`config.mk`:
```
export PLATFORM = sky130hd
export DESIGN_NAME = load_return_mux_flat
export DESIGN_NICKNAME = d
export VERILOG_FILES = /design/src/rtl/load_return_mux_pkg.sv /design/src/rtl/load_return_mux_if.sv /design/src/rtl/load_return_mux_load_extend.sv /design/src/rtl/load_return_mux.sv /design/src/flat_wrapper.sv
export SDC_FILE = /design/constraint.sdc
export NUM_CORES = 1
export LEC_CHECK = 0
export CAP_MARGIN = 20
export CORE_MARGIN = 1
export CORE_UTILIZATION = 30
export CTS_BUF_LIST = sky130_fd_sc_hd__clkbuf_16
export CTS_CLUSTER_DIAMETER = 30
export DETAILED_ROUTE_END_ITERATION = 8
export PLACE_DENSITY = 0.68
export SYNTH_ARGS = -nofsm -noshare
export SYNTH_HDL_FRONTEND = slang
export SYNTH_SLANG_ARGS = --single-unit
export TNS_END_PERCENT = 1
```
`constraint.sdc`:
```
create_clock -name clk -period 1.85 [get_ports clk]
set_input_delay 0.4625 -clock clk [delete_from_list [all_inputs] [get_ports clk]]
set_output_delay 0.4625 -clock clk [all_outputs]
set_load 0.05 [all_outputs]
```
`src/rtl/load_return_mux_pkg.sv`:
```
// Shared definitions for the load-return path: RV32I load funct3 codes,
// default region codes and the FSM state encoding.
package load_return_mux_pkg;

    localparam logic [2:0] F3_LB  = 3'b000;
    localparam logic [2:0] F3_LH  = 3'b001;
    localparam logic [2:0] F3_LW  = 3'b010;
    localparam logic [2:0] F3_LBU = 3'b100;
    localparam logic [2:0] F3_LHU = 3'b101;

    localparam logic [3:0] REG_DMEM = 4'b0001;
    localparam logic [3:0] REG_BIOS = 4'b0100;
    localparam logic [3:0] REG_IO   = 4'b1000;

    typedef enum logic [1:0] {
        ST_IDLE = 2'd0,
        ST_WAIT = 2'd1,
        ST_RESP = 2'd2
    } state_t;

endpackage

```
`src/rtl/load_return_mux_if.sv`:
```
// Request, source read-data and response bundle of the load-return mux.
interface load_return_mux_if #(
    parameter int NUM_SRC = 4,
    parameter int SEL_W   = 4
);
    localparam int SRC_W = $clog2(NUM_SRC);

    // Both req_* and resp_* transfer on a cycle where valid && ready; a
    // producer holds its payload stable until that cycle, and src_rvalid is
    // a one-shot qualifier with no ready of its own.
    logic                   req_valid;
    logic                   req_ready;
    logic [SEL_W-1:0]       req_sel;
    logic [1:0]             req_off;
    logic [2:0]             req_funct3;
    logic [NUM_SRC*32-1:0]  src_rdata;
    logic [NUM_SRC-1:0]     src_rvalid;
    logic                   resp_valid;
    logic                   resp_ready;
    logic [31:0]            resp_data;
    logic                   resp_err;
    logic [SRC_W-1:0]       resp_src;

    modport master (
        output req_valid, req_sel, req_off, req_funct3, src_rdata, src_rvalid, resp_ready,
        input  req_ready, resp_valid, resp_data, resp_err, resp_src
    );

    modport slave (
        input  req_valid, req_sel, req_off, req_funct3, src_rdata, src_rvalid, resp_ready,
        output req_ready, resp_valid, resp_data, resp_err, resp_src
    );

endinterface

```
`src/rtl/load_return_mux_load_extend.sv`:
```
// Combinational byte/half/word extraction with sign or zero extension.
// o_err flags misaligned halves/words and funct3 codes that are not loads.
module load_extend
    import load_return_mux_pkg::*;
(
    input  logic [31:0] i_word,
    input  logic [1:0]  i_off,
    input  logic [2:0]  i_funct3,
    output logic [31:0] o_data,
    output logic        o_err
);

    logic [7:0]  w_byte;
    logic [15:0] w_half;

    assign w_byte = i_word[{i_off, 3'b000} +: 8];
    assign w_half = i_word[{i_off[1], 4'b0000} +: 16];

    always_comb begin
        o_data = '0;
        o_err  = 1'b0;
        case (i_funct3)
            F3_LB:  o_data = {{24{w_byte[7]}}, w_byte};
            F3_LBU: o_data = {24'd0, w_byte};
            F3_LH: begin
                if (i_off[0]) o_err  = 1'b1;
                else          o_data = {{16{w_half[15]}}, w_half};
            end
            F3_LHU: begin
                if (i_off[0]) o_err  = 1'b1;
                else          o_data = {16'd0, w_half};
            end
            F3_LW: begin
                if (i_off != 2'd0) o_err  = 1'b1;
                else               o_data = i_word;
            end
            default: o_err = 1'b1;
        endcase
    end

endmodule

```
`src/rtl/load_return_mux.sv`:
```
// Single-outstanding load return path: decodes the region code to a source,
// waits (bounded) for its read data, then extends and registers the result.
module load_return_mux
    import load_return_mux_pkg::*;
#(
    parameter int                         NUM_SRC     = 4,
    parameter int                         SEL_W       = 4,
    parameter logic [NUM_SRC*SEL_W-1:0]   SRC_CODES   = {4'b1000, 4'b0100, 4'b0010, 4'b0001},
    parameter int                         DEFAULT_SRC = 0,
    parameter int                         TIMEOUT     = 15
) (
    input  logic               clk,
    input  logic               rst_n,
    load_return_mux_if.slave   bus,
    output state_t             o_dbg_state
);

    localparam int SRC_W = $clog2(NUM_SRC);

    state_t             r_state;
    state_t             w_next;
    logic [SRC_W-1:0]   r_idx;
    logic [1:0]         r_off;
    logic [2:0]         r_funct3;
    logic [7:0]         r_cnt;
    logic               r_resp_valid;
    logic [31:0]        r_resp_data;
    logic               r_resp_err;
    logic [SRC_W-1:0]   r_resp_src;

    logic [SRC_W-1:0]   w_dec_idx;
    logic               w_accept;
    logic               w_src_valid;
    logic [31:0]        w_word;
    logic [31:0]        w_ext_data;
    logic               w_ext_err;
    logic               w_load;
    logic               w_timeout;

    assign bus.req_ready  = (r_state == ST_IDLE) || ((r_state == ST_RESP) && bus.resp_ready);
    assign w_accept       = bus.req_valid && bus.req_ready;
    assign bus.resp_valid = r_resp_valid;
    assign bus.resp_data  = r_resp_data;
    assign bus.resp_err   = r_resp_err;
    assign bus.resp_src   = r_resp_src;
    assign o_dbg_state    = r_state;

    // Descending scan so the lowest matching index is the one that sticks.
    always_comb begin
        w_dec_idx = SRC_W'(DEFAULT_SRC);
        for (int i = NUM_SRC - 1; i >= 0; i--) begin
            if (SRC_CODES[i*SEL_W +: SEL_W] == bus.req_sel) w_dec_idx = SRC_W'(i);
        end
    end

    assign w_src_valid = bus.src_rvalid[r_idx];
    assign w_word      = bus.src_rdata[{r_idx, 5'b00000} +: 32];

    load_extend u_extend (
        .i_word   (w_word),
        .i_off    (r_off),
        .i_funct3 (r_funct3),
        .o_data   (w_ext_data),
        .o_err    (w_ext_err)
    );

    always_ff @(posedge clk or negedge rst_n) begin
        if (!rst_n) r_state <= ST_IDLE;
        else        r_state <= w_next;
    end

    // Data arriving in the last WAIT cycle still wins over the timeout.
    always_comb begin
        w_next    = r_state;
        w_load    = 1'b0;
        w_timeout = 1'b0;
        case (r_state)
            ST_IDLE: if (w_accept) w_next = ST_WAIT;
            ST_WAIT: begin
                if (w_src_valid) begin
                    w_next = ST_RESP;
                    w_load = 1'b1;
                end else if (r_cnt == 8'(TIMEOUT - 1)) begin
                    w_next    = ST_RESP;
                    w_timeout = 1'b1;
                end
            end
            ST_RESP: if (bus.resp_ready) w_next = w_accept ? ST_WAIT : ST_IDLE;
            default: w_next = ST_IDLE;
        endcase
    end

    always_ff @(posedge clk or negedge rst_n) begin
        if (!rst_n) begin
            r_idx        <= '0;
            r_off        <= '0;
            r_funct3     <= '0;
            r_cnt        <= '0;
            r_resp_valid <= 1'b0;
            r_resp_data  <= '0;
            r_resp_err   <= 1'b0;
            r_resp_src   <= '0;
        end else begin
            if (w_accept) begin
                r_idx    <= w_dec_idx;
                r_off    <= bus.req_off;
                r_funct3 <= bus.req_funct3;
                r_cnt    <= '0;
            end else if ((r_state == ST_WAIT) && !w_src_valid) begin
                r_cnt <= r_cnt + 8'd1;
            end

            if (w_load) begin
                r_resp_valid <= 1'b1;
                r_resp_data  <= w_ext_data;
                r_resp_err   <= w_ext_err;
                r_resp_src   <= r_idx;
            end else if (w_timeout) begin
                r_resp_valid <= 1'b1;
                r_resp_data  <= '0;
                r_resp_err   <= 1'b1;
                r_resp_src   <= r_idx;
            end else if ((r_state == ST_RESP) && bus.resp_ready) begin
                r_resp_valid <= 1'b0;
            end
        end
    end

endmodule

```
`src/flat_wrapper.sv`:
```
// flat-port wrapper written by rule: the top's interface ports become plain ports
module load_return_mux_flat import load_return_mux_pkg::*;
#(
    parameter int                         NUM_SRC     = 4,
    parameter int                         SEL_W       = 4,
    parameter logic [NUM_SRC*SEL_W-1:0]   SRC_CODES   = {4'b1000, 4'b0100, 4'b0010, 4'b0001},
    parameter int                         DEFAULT_SRC = 0,
    parameter int                         TIMEOUT     = 15
)
  (clk, rst_n, o_dbg_state, bus_req_valid, bus_req_sel, bus_req_off, bus_req_funct3, bus_src_rdata, bus_src_rvalid, bus_resp_ready, bus_req_ready, bus_resp_valid, bus_resp_data, bus_resp_err, bus_resp_src);
  load_return_mux_if #(.NUM_SRC(NUM_SRC), .SEL_W(SEL_W)) bus_i ();
  input  logic clk;
  input  logic rst_n;
  output state_t o_dbg_state;
  input wire logic [$bits(bus_i.req_valid)-1:0] bus_req_valid;
  input wire logic [$bits(bus_i.req_sel)-1:0] bus_req_sel;
  input wire logic [$bits(bus_i.req_off)-1:0] bus_req_off;
  input wire logic [$bits(bus_i.req_funct3)-1:0] bus_req_funct3;
  input wire logic [$bits(bus_i.src_rdata)-1:0] bus_src_rdata;
  input wire logic [$bits(bus_i.src_rvalid)-1:0] bus_src_rvalid;
  input wire logic [$bits(bus_i.resp_ready)-1:0] bus_resp_ready;
  output wire logic [$bits(bus_i.req_ready)-1:0] bus_req_ready;
  output wire logic [$bits(bus_i.resp_valid)-1:0] bus_resp_valid;
  output wire logic [$bits(bus_i.resp_data)-1:0] bus_resp_data;
  output wire logic [$bits(bus_i.resp_err)-1:0] bus_resp_err;
  output wire logic [$bits(bus_i.resp_src)-1:0] bus_resp_src;
  assign bus_i.req_valid = bus_req_valid;
  assign bus_i.req_sel = bus_req_sel;
  assign bus_i.req_off = bus_req_off;
  assign bus_i.req_funct3 = bus_req_funct3;
  assign bus_i.src_rdata = bus_src_rdata;
  assign bus_i.src_rvalid = bus_src_rvalid;
  assign bus_i.resp_ready = bus_resp_ready;
  assign bus_req_ready = bus_i.req_ready;
  assign bus_resp_valid = bus_i.resp_valid;
  assign bus_resp_data = bus_i.resp_data;
  assign bus_resp_err = bus_i.resp_err;
  assign bus_resp_src = bus_i.resp_src;
  load_return_mux #(.NUM_SRC(NUM_SRC), .SEL_W(SEL_W), .SRC_CODES(SRC_CODES), .DEFAULT_SRC(DEFAULT_SRC), .TIMEOUT(TIMEOUT)) u_core (.clk(clk), .rst_n(rst_n), .bus(bus_i), .o_dbg_state(o_dbg_state));
endmodule
```
==> flow_metrics.py, run 1 <==
metrics = {
    "sta": {
        "finalCriticalPeriod_ps": 2079,
        "fmaxAchievable_ghz": 0.4811,
        "maxSlewHeadroom": 0.5312,
        "maxSlewViolCount": 0,
        "post-route-period-util": 1.124,
        "final_setup_violation_count": 39,
        "final.setup.worst_slack_ps": -228.7,
        "timing_hold_violations_final": 0,
        "finClkSkew_ps": 8.971,
        "worstMarginPinSlew_ps": 703.2,
        "unrepaired_setup_endpoints_after_global_routing": "true",
    },
    "setup_path": {
        "worst-path-stages": 7,
        "rr_endpoint": "u_core.bus.resp_data[25]$_DFFE_PN0P_",
        "critPathLaunchType": "input pin",
        "cp_max_stage_cell": "sky130_fd_sc_hd__mux4_2",
        "critical_path.reg2reg.startpoint": "u_core.r_idx[1]$_DFFE_PN0P_",
        "worstSetupStartpoint": "bus_src_rdata[79]",
        "worstRegToRegCells": 7,
        "worstPathRequired_ps": 2030,
        "crit_type": "input pin to flip-flop",
        "critPathCaptureType": "flip-flop",
        "crit_path_cell_trace": "clkdlybuf4s50_1, mux4_2, a22oi_2, or2_4, a31oi_4, buf_12, a221o_1",
        "crit_family": "buffers and inverters",
        "worst_case_register_to_register_setup_slack_ps": -220,
        "worstPathBufferInverterCount": 2,
        "worstPathArrival_ps": 2260,
        "critPathMaxFanout": 8,
        "critical-path-max-stage-delay_ps": 490,
        "cp-endpoint": "u_core.bus.resp_data[25]$_DFFE_PN0P_",
    },
    "grt": {
        "grtUsageMet1": 0.2479,
        "grt_antenna_before_repair": 0,
        "grt_pass1_wl_um": 20870,
        "groute.usage.overall": 0.2130,
        "grt_start_max_net_pins": 31,
        "grt_pass1_vias": 3940,
        "grt_util_met2": 0.3934,
        "met3_usage_grt": 0.05196,
        "gr-total-overflow": 0,
        "grt.busiest_layer": "met2",
    },
    "min_path": {
        "timing.hold.worst.class": "input pin to async pin",
    },
    "logic_synthesis": {
        "synth_area_per_cell_sq_um": 11.36,
        "post_synth_num_cell_types": 50,
        "postSynthRegisterBits": 53,
        "synthDominantCellAreaShare": 0.3593,
        "synth_seq_area_share": 0.3593,
        "mappedNetlistNets": 472,
        "synth_top_cells_by_area": "sky130_fd_sc_hd__dfrtp_1 36%, sky130_fd_sc_hd__mux4_2 18%, sky130_fd_sc_hd__a221o_1 4.3%",
        "post_synth_most_frequent_cells": "53 x sky130_fd_sc_hd__dfrtp_1, 32 x sky130_fd_sc_hd__nand2_1, 30 x sky130_fd_sc_hd__mux4_2",
        "postSynth.asyncResetShare": 1.000,
        "synth_top_area_cell": "sky130_fd_sc_hd__dfrtp_1",
        "synth_cells": 325,
        "yosys.cell_count.top_type": "sky130_fd_sc_hd__dfrtp_1",
        "synth-warning-count": 0,
        "synth_edf_count": 0,
        "syn-cell-area_sq_mm": 0.003691,
        "synth_flop_cell": "sky130_fd_sc_hd__dfrtp_1",
    },
    "detailed_routing": {
        "detail_route.drc_violations": 0,
        "drt_pre_antenna_iters": 4,
        "avgRoutedWirePerCell_um": 19.46,
        "detail_route.wirelength_um": 13660,
        "vias_per_cell": 5.457,
        "routed-via-count": 3831,
        "drtIter0Drc": 152,
        "detail-route-antenna-nets": 0,
    },
    "clock_network": {
        "cts.hold.buffers_added": 0,
        "tritoncts": "done",
        "htree_num_levels": 2,
        "clockBufferDepth": 2,
        "clock-sinks": 53,
        "cts_inserted_buffers": 5,
        "clock_root_buffer": "sky130_fd_sc_hd__clkbuf_16",
        "worst_setup_hold_path_clk_slew_ps": 70,
        "clk-insertion-delay-late_ps": 300,
    },
    "status": {
        "status": "finished, violations left",
        "violated_checks": "setup timing",
    },
    "place": {
        "placed_cells": 684,
        "post-dp-hpwl_um": 10780,
        "gpl.final_weighted_congestion": 0.8563,
        "port-buffer-count": 183,
    },
    "cells_and_area": {
        "antenna_cells": 0,
        "final_cells": 702,
        "fill_cells": 1071,
        "area_delta_synth_final_pct": 71.19,
        "layout_cell_share_with_drive_strength_beyond_1": 0.3243,
        "finish.net_count": 701,
        "final_core_utilization": 0.5260,
    },
    "floorplan": {
        "fp.dieW_um": 112.9,
        "rows": 40,
        "floorplan.die.height_um": 112.9,
        "die_area_sq_mm": 0.01275,
        "boundaryPins": 184,
        "floorplan.initialDensity": 0.3073,
        "core_area_sq_mm": 0.01201,
    },
    "power_and_ir_drop": {
        "ir_worst_vdd_mv": 0.8159,
        "power_density_mw_per_mm2": 1379,
        "leakagePower_nw": 2.676,
    },
    "job": {
        "drv_cap": 0,
    },
}
metrics by stage:
| step | instance area [sq um] | TNS (ps) | hold WS, ps | total power, mW | setup WS [ps] |
|---|---|---|---|---|---|
| final | 6319 | -5182 | 215.4 | 8.713 | -228.7 |
| after detailed placement | 5987 | -21790 | 479.4 | 7.531 | -611.3 |
| after global routing | 6319 | -8311 | 267.4 | 9.209 | -287.9 |
| after CTS | 6201 | -4423 | 238.3 | 8.614 | -171.5 |
| after global placement | 5987 | -19260 | 474.6 | 7.445 | -535.7 |
| after floorplan | 3709 | -717.2 | 166.9 | 5.395 | -45.83 |
worst reg2reg max path: stages (launching register included):
cell and delay [ps]:
sky130_fd_sc_hd__dfrtp_2 410, sky130_fd_sc_hd__buf_12 130, sky130_fd_sc_hd__mux4_2 530, sky130_fd_sc_hd__a22oi_2 190, sky130_fd_sc_hd__or2_4 190, sky130_fd_sc_hd__a31oi_4 100
sky130_fd_sc_hd__buf_12 150, sky130_fd_sc_hd__a221o_1 260
per-layer routing:
| layer | part of all wire | wire, um |
|---|---|---|
| met5 | 0 | 0 |
| met4 | 0.015 | 202 |
| met2 | 0.52 | 7067 |
| met3 | 0.085 | 1155 |
| met1 | 0.38 | 5234 |
worst min-delay path by stage:
stage | endpoint | depth (start not counted) | start
after global routing | u_core.r_idx[1]$_DFFE_PN0P_ | 1 | rst_n
after CTS | u_core.r_idx[1]$_DFFE_PN0P_ | 1 | rst_n
after detailed placement | u_core.bus.resp_data[3]$_DFFE_PN0P_ | 2 | u_core.bus.resp_data[3]$_DFFE_PN0P_
after floorplan | u_core.bus.resp_data[0]$_DFFE_PN0P_ | 0 | rst_n
after global placement | u_core.bus.resp_data[12]$_DFFE_PN0P_ | 1 | u_core.bus.resp_data[12]$_DFFE_PN0P_
final | u_core.r_idx[1]$_DFFE_PN0P_ | 1 | rst_n
flip-flops by register name (all words and copies together) (netlist names):
name	count
u_core.r_funct3	3
u_core.r_idx	2
u_core.bus.resp_valid	1
u_core.r_off	2
u_core.r_cnt	8
u_core.bus.resp_data	32
u_core.bus.resp_err	1
u_core.bus.resp_src	2
u_core.o_dbg_state	2
area by class of cell:
| type | instances | area (sq um) | area share |
|---|---|---|---|
| clock buffer | 5 | 125.1 | 0.01980 |
| clock inverter | 3 | 25.02 | 0.003960 |
| inverter | 3 | 11.26 | 0.001782 |
| multi-input combinational | 244 | 2301 | 0.3642 |
| sequential | 53 | 1330 | 0.2105 |
| tap | 147 | 183.9 | 0.02911 |
| timing repair buffer | 247 | 2342 | 0.3707 |
kinds of logic after synthesis:
logic type,count (synthesis),synth area share
flip-flops,53,0.3593
AND/OR/NAND/NOR,95,0.1312
XOR/XNOR,7,0.01661
multiplexers,55,0.2583
adder cells (fa/ha/maj),2,0.006779
buffers and inverters,29,0.04237
AO/OA/AOI/OAI,84,0.1854
placed cells by master (no fill, tap or decap), types with 9 or more instances in the layout:
cell type,instances
sky130_fd_sc_hd__clkdlybuf4s50_1,132
sky130_fd_sc_hd__a221o_1,16
sky130_fd_sc_hd__a211o_1,9
sky130_fd_sc_hd__a21oi_1,10
sky130_fd_sc_hd__mux2_2,9
sky130_fd_sc_hd__dfrtp_1,50
sky130_fd_sc_hd__a22oi_1,11
sky130_fd_sc_hd__nor2_1,23
sky130_fd_sc_hd__mux2i_1,15
sky130_fd_sc_hd__mux4_2,31
sky130_fd_sc_hd__buf_12,9
sky130_fd_sc_hd__buf_4,90
sky130_fd_sc_hd__nand2_1,32
where the power goes:
part / switching (mW) / internal, mW / total (mW)
Combinational: 3.27 / 2.60 / 5.87
Sequential: 0.315 / 1.57 / 1.88
Clock: 0.446 / 0.509 / 0.955
Total: 4.03 / 4.68 / 8.71
repair_timing:
item,CTS,global route
setup buffers,5,5
pin swaps,6,12
endpoints found under the setup margin,39,47
gates resized for setup,13,18
gates cloned,1,0
hold endpoints to repair,0,0
No activity file was read; power rests on OpenSTA's default activity.
==> run 2, diff against run 1 <==
--- a/config.mk
+++ b/config.mk
@@ -11,7 +11,9 @@
 export CTS_BUF_LIST = sky130_fd_sc_hd__clkbuf_16
 export CTS_CLUSTER_DIAMETER = 30
 export DETAILED_ROUTE_END_ITERATION = 8
+export GPL_ROUTABILITY_DRIVEN = 0
 export PLACE_DENSITY = 0.68
+export SETUP_SLACK_MARGIN = 0.1
 export SYNTH_ARGS = -nofsm -noshare
 export SYNTH_HDL_FRONTEND = slang
 export SYNTH_SLANG_ARGS = --single-unit
==> flow_metrics.py, run 2 (synthesis results as in run 1) <==
metrics = {
    "status": {
        "status": "finished, violations left",
        "violated_checks": "setup timing",
    },
    "setup_path": {
        "critPathLaunchType": "flip-flop",
        "crit_type": "flip-flop to flip-flop",
        "critPathCaptureType": "flip-flop",
        "critical_path.reg2reg.startpoint": "u_core.r_idx[1]$_DFFE_PN0P_",
        "worstPathRequired_ps": 2030,
        "worstPathArrival_ps": 2230,
        "critPathMaxFanout": 8,
        "rr_endpoint": "u_core.bus.resp_data[27]$_DFFE_PN0P_",
        "worst_case_register_to_register_setup_slack_ps": -200,
        "worstRegToRegCells": 7,
    },
    "clock_network": {
        "cts_inserted_buffers": 5,
        "htree_num_levels": 2,
        "worst_setup_hold_path_clk_slew_ps": 70,
        "clk-insertion-delay-late_ps": 300,
        "tritoncts": "done",
        "clock_root_buffer": "sky130_fd_sc_hd__clkbuf_16",
        "clockBufferDepth": 2,
        "clock-sinks": 53,
    },
    "detailed_routing": {
        "detail-route-antenna-nets": 0,
        "routed-via-count": 3871,
        "drtIter0Drc": 133,
        "detail_route.drc_violations": 0,
        "drt_pre_antenna_iters": 4,
        "vias_per_cell": 5.475,
        "avgRoutedWirePerCell_um": 19.36,
        "detail_route.wirelength_um": 13690,
    },
    "cells_and_area": {
        "final_cell_area_excluding_filler_cells_sq_mm": 0.006377,
        "area_delta_synth_final_pct": 72.78,
        "layout_commonest_cell": "sky130_fd_sc_hd__clkdlybuf4s50_1",
        "layout_cell_share_with_drive_strength_beyond_1": 0.3292,
        "layout_common_cells": "130 x sky130_fd_sc_hd__clkdlybuf4s50_1, 92 x sky130_fd_sc_hd__buf_4, 50 x sky130_fd_sc_hd__dfrtp_1, 32 x sky130_fd_sc_hd__nand2_1, 31 x sky130_fd_sc_hd__mux4_2",
        "finish.net_count": 705,
        "final_cells": 707,
        "largest_reg_flops": 32,
    },
    "grt": {
        "grt_pass1_wl_um": 21130,
        "gr-total-overflow": 0,
        "grt_start_max_net_pins": 31,
        "grt_antenna_before_repair": 0,
        "grt_pass1_vias": 4004,
        "groute.usage.overall": 0.2152,
    },
    "floorplan": {
        "core_area_sq_mm": 0.01201,
        "fp.dieW_um": 112.9,
        "die_area_sq_mm": 0.01275,
        "floorplan.initialDensity": 0.3073,
        "rows": 40,
        "boundaryPins": 184,
        "floorplan.die.height_um": 112.9,
    },
    "power_and_ir_drop": {
        "leakagePower_nw": 2.691,
        "power.combinational.fraction": 0.679,
        "power.switching_mw": 4.057,
        "clock_power_share": 0.108,
        "ir_worst_vdd_mv": 0.8155,
        "power_density_mw_per_mm2": 1390,
        "cell_internal_pwr_mw": 4.806,
        "power.share.switching": 0.4578,
        "seqPwrFrac": 0.213,
    },
    "place": {
        "post-dp-hpwl_um": 10780,
        "port-buffer-count": 183,
        "pre_cts_ws_ps": -611.3,
        "placed_cells": 684,
        "place_area_sq_mm": 0.005987,
    },
    "sta": {
        "maxSlewHeadroom": 0.5247,
        "finalCriticalPeriod_ps": 2052,
        "timing_hold_violations_final": 0,
        "maxSlewViolCount": 0,
        "final_setup_violation_count": 34,
        "post-route-period-util": 1.109,
        "timing.hold.ws_ps": 217.2,
        "fmaxAchievable_ghz": 0.4872,
        "worstMarginPinSlew_ps": 713.0,
        "unrepaired_setup_endpoints_after_global_routing": "true",
        "final.setup.worst_slack_ps": -202.4,
        "setup-tns-final_ps": -4085,
        "finClkSkew_ps": 8.205,
    },
    "min_path": {
        "timing.hold.worst.class": "input pin to async pin",
    },
    "job": {
        "drv_cap": 0,
    },
}
[run 2: cell types whose count changed in the layout (fill, tap and decap cells not counted), moves of 2 or more]
cell                              previous run  this run
sky130_fd_sc_hd__buf_12                      9        11
sky130_fd_sc_hd__dlymetal6s2s_1              5         0
sky130_fd_sc_hd__a22oi_2                     6         2
sky130_fd_sc_hd__dlygate4sd2_1               6        13
sky130_fd_sc_hd__buf_4                      90        92
sky130_fd_sc_hd__clkdlybuf4s50_1           132       130
sky130_fd_sc_hd__a22oi_1                    11        15
[run 2: per-layer routing]
metal / GRT usage / up-vias / part of all wire
li1: - / 1752 / -
met1: 0.2498 / 1916 / 0.38
met2: 0.3967 / 183 / 0.51
met3: 0.05196 / 20 / 0.089
met4: 0.05439 / 0 / 0.018
met5: 0 / - / 0
[run 2: repair_timing]
action                                 4_1_cts  5_1_grt
hold buffers                                 0        0
gates cloned                                 2        0
pin swaps                                   12        5
resized for setup                           25       11
endpoints found under the hold margin        0        0
buffers inserted                            10        2
setup endpoints to repair                   42       44
[run 2: metrics by stage]
| step | total power [mW] | util |
|---|---|---|
| CTS | 8.767 | 0.5243 |
| detailed placement | 7.531 | 0.4984 |
| global route | 9.362 | 0.5307 |
| global placement | 7.445 | 0.4984 |
| finish | 8.863 | 0.5309 |
| floorplan | 5.395 | - |
[run 2: worst max-delay path by stage]
stage	slack [ps]	from	depth (start not counted)	endpoint
final	-200	u_core.r_idx[1]$_DFFE_PN0P_	7	u_core.bus.resp_data[27]$_DFFE_PN0P_
after global routing	-270	u_core.r_cnt[0]$_DFFE_PN0P_	9	u_core.bus.resp_data[15]$_DFFE_PN0P_
after CTS	-170	u_core.r_idx[1]$_DFFE_PN0P_	7	u_core.bus.resp_data[25]$_DFFE_PN0P_
after detailed placement	-610	bus_src_rdata[111]	6	u_core.bus.resp_data[24]$_DFFE_PN0P_
after global placement	-540	bus_src_rdata[111]	6	u_core.bus.resp_data[18]$_DFFE_PN0P_
after floorplan	-50	bus_src_rdata[111]	6	u_core.bus.resp_data[16]$_DFFE_PN0P_
[run 2: cell type report]
class	count	area [sq um]
Clock buffer	5	125.1
Inverter	3	11.26
Clock inverter	3	25.02
Tap cell	147	183.9
Antenna cell	1	2.502
Multi-Input combinational cell	244	2302
Sequential cell	53	1330
Fill cell	1066	5634
Timing Repair Buffer	251	2397
[run 2: power groups by stage]
stage                     clock (mW)  combinational, mW  sequential [mW]
after detailed placement           0               5.64             1.89
after global routing            1.02               6.39             1.95
after global placement             0               5.56             1.89
final                          0.955               6.02             1.89
after CTS                      0.976               5.91             1.88
after floorplan                    0               2.47             2.93
[run 2: worst max-delay path, cell delays in order, from the launching register on]
cell                      delay [ps]
sky130_fd_sc_hd__dfrtp_2         410
sky130_fd_sc_hd__buf_12          120
sky130_fd_sc_hd__mux4_2          520
sky130_fd_sc_hd__a22oi_2         170
sky130_fd_sc_hd__or2_4           200
sky130_fd_sc_hd__a31oi_4         100
sky130_fd_sc_hd__buf_12          150
sky130_fd_sc_hd__a221o_1         260
==> run 3, diff against run 2 <==
--- a/config.mk
+++ b/config.mk
@@ -12,8 +12,8 @@
 export CTS_CLUSTER_DIAMETER = 30
 export DETAILED_ROUTE_END_ITERATION = 8
 export GPL_ROUTABILITY_DRIVEN = 0
-export PLACE_DENSITY = 0.68
-export SETUP_SLACK_MARGIN = 0.1
+export PLACE_DENSITY = 0.66
+export SETUP_SLACK_MARGIN = 0.3
 export SYNTH_ARGS = -nofsm -noshare
 export SYNTH_HDL_FRONTEND = slang
 export SYNTH_SLANG_ARGS = --single-unit
==> constraint.sdc (replaced) <==
create_clock -name clk -period 2.1 [get_ports clk]
set_input_delay 0.525 -clock clk [delete_from_list [all_inputs] [get_ports clk]]
set_output_delay 0.525 -clock clk [all_outputs]
set_load 0.05 [all_outputs]
==> flow_metrics.py, run 3 (synthesis results as in run 1) <==
metrics = {
    "setup_path": {
        "critical-path-top-cell-by-count": "sky130_fd_sc_hd__buf_6",
        "crit_family": "multiplexers",
        "worstPathArrival_ps": 2240,
        "critPathMaxFanout": 8,
        "crit_path_cell_trace": "buf_6, mux4_2, and2_4, nand2_4, buf_6, a31oi_4, buf_12, a221o_1",
        "worstSetupStartpoint": "u_core.r_idx[0]$_DFFE_PN0P_",
        "critical-path-max-stage-delay_ps": 550,
        "worstPathRequired_ps": 2280,
        "critical_path.reg2reg.startpoint": "u_core.r_idx[0]$_DFFE_PN0P_",
        "worstPathBufferInverterCount": 3,
        "crit_type": "flip-flop to flip-flop",
        "critPathLaunchType": "flip-flop",
        "critPathCaptureType": "flip-flop",
        "cp_max_stage_cell": "sky130_fd_sc_hd__mux4_2",
    },
    "cells_and_area": {
        "finish.net_count": 694,
        "fill_cells": 1070,
        "layout_cell_share_with_drive_strength_beyond_1": 0.3266,
        "antenna_cells": 0,
        "layout_common_cells": "131 x sky130_fd_sc_hd__clkdlybuf4s50_1, 63 x sky130_fd_sc_hd__buf_4, 50 x sky130_fd_sc_hd__dfrtp_1, 31 x sky130_fd_sc_hd__mux4_2, 26 x sky130_fd_sc_hd__nand2_1",
        "register_area_sq_mm": 0.001330,
        "layout_commonest_cell": "sky130_fd_sc_hd__clkdlybuf4s50_1",
        "area_delta_synth_final_pct": 77.12,
        "final_cells": 695,
        "multiInputGateArea_sq_mm": 0.002449,
        "largest_reg_flops": 32,
    },
    "grt": {
        "grt_pass1_vias": 3859,
        "grt_antenna_before_repair": 0,
        "groute.usage.overall": 0.2109,
        "gr-total-overflow": 0,
        "grt_pass1_wl_um": 20590,
        "grt_start_max_net_pins": 32,
    },
    "floorplan": {
        "floorplan.initialDensity": 0.3073,
        "core_area_sq_mm": 0.01201,
        "die_area_sq_mm": 0.01275,
        "rows": 40,
        "floorplan.die.height_um": 112.9,
        "boundaryPins": 184,
        "fp.dieW_um": 112.9,
    },
    "detailed_routing": {
        "avgRoutedWirePerCell_um": 20.23,
        "detail_route.drc_violations": 0,
        "drt_pre_antenna_iters": 4,
        "routed-via-count": 3779,
        "vias_per_cell": 5.437,
        "drtIter0Drc": 169,
        "detail-route-antenna-nets": 0,
        "detail_route.wirelength_um": 14060,
    },
    "status": {
        "status": "finished, final reports clean",
    },
    "clock_network": {
        "clockBufferDepth": 2,
        "tritoncts": "done",
        "cts.hold.buffers_added": 0,
        "worst_setup_hold_path_clk_slew_ps": 70,
        "cts_inserted_buffers": 5,
        "clk-insertion-delay-late_ps": 290,
        "htree_num_levels": 2,
        "clock_root_buffer": "sky130_fd_sc_hd__clkbuf_16",
        "clock-sinks": 53,
    },
    "sta": {
        "post-route-period-util": 0.9826,
        "fmaxAchievable_ghz": 0.4846,
        "unrepaired_setup_endpoints_after_global_routing": "true",
        "maxSlewViolCount": 0,
        "worstMarginPinSlew_ps": 578.5,
        "finalCriticalPeriod_ps": 2063,
        "finClkSkew_ps": 5.414,
        "setup-tns-final_ps": 0,
        "final_setup_violation_count": 0,
        "timing_hold_violations_final": 0,
        "maxSlewHeadroom": 0.6123,
    },
    "place": {
        "placed_cells": 667,
        "post-dp-hpwl_um": 10810,
        "port-buffer-count": 183,
    },
    "min_path": {
        "timing.hold.worst.class": "input pin to async pin",
    },
    "power_and_ir_drop": {
        "ir_worst_vdd_mv": 0.8382,
        "power_density_mw_per_mm2": 1220,
        "leakagePower_nw": 2.851,
    },
    "job": {
        "drv_cap": 0,
    },
}
## run 3: worst paths after layout
check | end | slack (ps) | depth (start not counted)
max | u_core.bus.resp_data[18]$_DFFE_PN0P_ | 40 | 8
min | u_core.r_idx[1]$_DFFE_PN0P_ | 220 | 1
max reg2reg | u_core.bus.resp_data[18]$_DFFE_PN0P_ | 40 | 8
min reg2reg | u_core.bus.resp_data[8]$_DFFE_PN0P_ | 500 | 1
max in group asynchronous | u_core.o_dbg_state[0]$_DFFE_PN0P_ | 1310 | 2
min in group clk | u_core.o_dbg_state[1]$_DFFE_PN0P_ | 470 | 2
## run 3: final cells by class
| cell class | count | area share |
|---|---|---|
| Multi-Input combinational cell | 244 | 0.3745 |
| Clock buffer | 5 | 0.01914 |
| Tap cell | 147 | 0.02813 |
| Clock inverter | 3 | 0.003254 |
| Timing Repair Buffer | 240 | 0.3698 |
| Inverter | 3 | 0.001722 |
| Sequential cell | 53 | 0.2034 |
## run 3: repair_timing
action                     4_1_cts  5_1_grt
buffers inserted                 7       11
gates resized for setup         16       77
pin swaps                        3       35
gates cloned                     1        1
setup endpoints to repair       56       60
## run 3: per-stage QoR
stage          utilization  hold WS (ps)  setup WS, ps  total power [mW]  cell area [sq um]
5_1_grt             0.5443         251.7        -49.48             8.409               6538
6_report            0.5443         220.1         36.63             7.977               6538
2_1_floorplan            -         229.4         158.0             4.734               3692
3_5_place_dp        0.4906         480.8        -378.0             6.530               5893
4_1_cts             0.5107         230.4         10.77             7.503               6135
3_3_place_gp        0.4906         475.5        -328.3             6.474               5893
## run 3: worst register-to-register path, cell delays in order (launching register included)
cell and delay, ps:
sky130_fd_sc_hd__dfrtp_2 390, sky130_fd_sc_hd__buf_6 130, sky130_fd_sc_hd__mux4_2 550, sky130_fd_sc_hd__and2_4 210, sky130_fd_sc_hd__nand2_4 80, sky130_fd_sc_hd__buf_6 130
sky130_fd_sc_hd__a31oi_4 40, sky130_fd_sc_hd__buf_12 150, sky130_fd_sc_hd__a221o_1 260
## run 3: power breakdown
| part | switching [mW] | internal [mW] | total (mW) |
|---|---|---|---|
| Sequential | 0.345 | 1.38 | 1.73 |
| Clock | 0.380 | 0.444 | 0.825 |
| Combinational | 2.98 | 2.44 | 5.43 |
## run 3: routing by layer
| layer | track usage | vias up | share of wire |
|---|---|---|---|
| met1 | 0.2459 | 1867 | 0.38 |
| met4 | 0.06404 | 0 | 0.016 |
| met2 | 0.3885 | 156 | 0.53 |
| met5 | 0 | - | 0 |
| li1 | - | 1741 | - |
| met3 | 0.04339 | 15 | 0.073 |
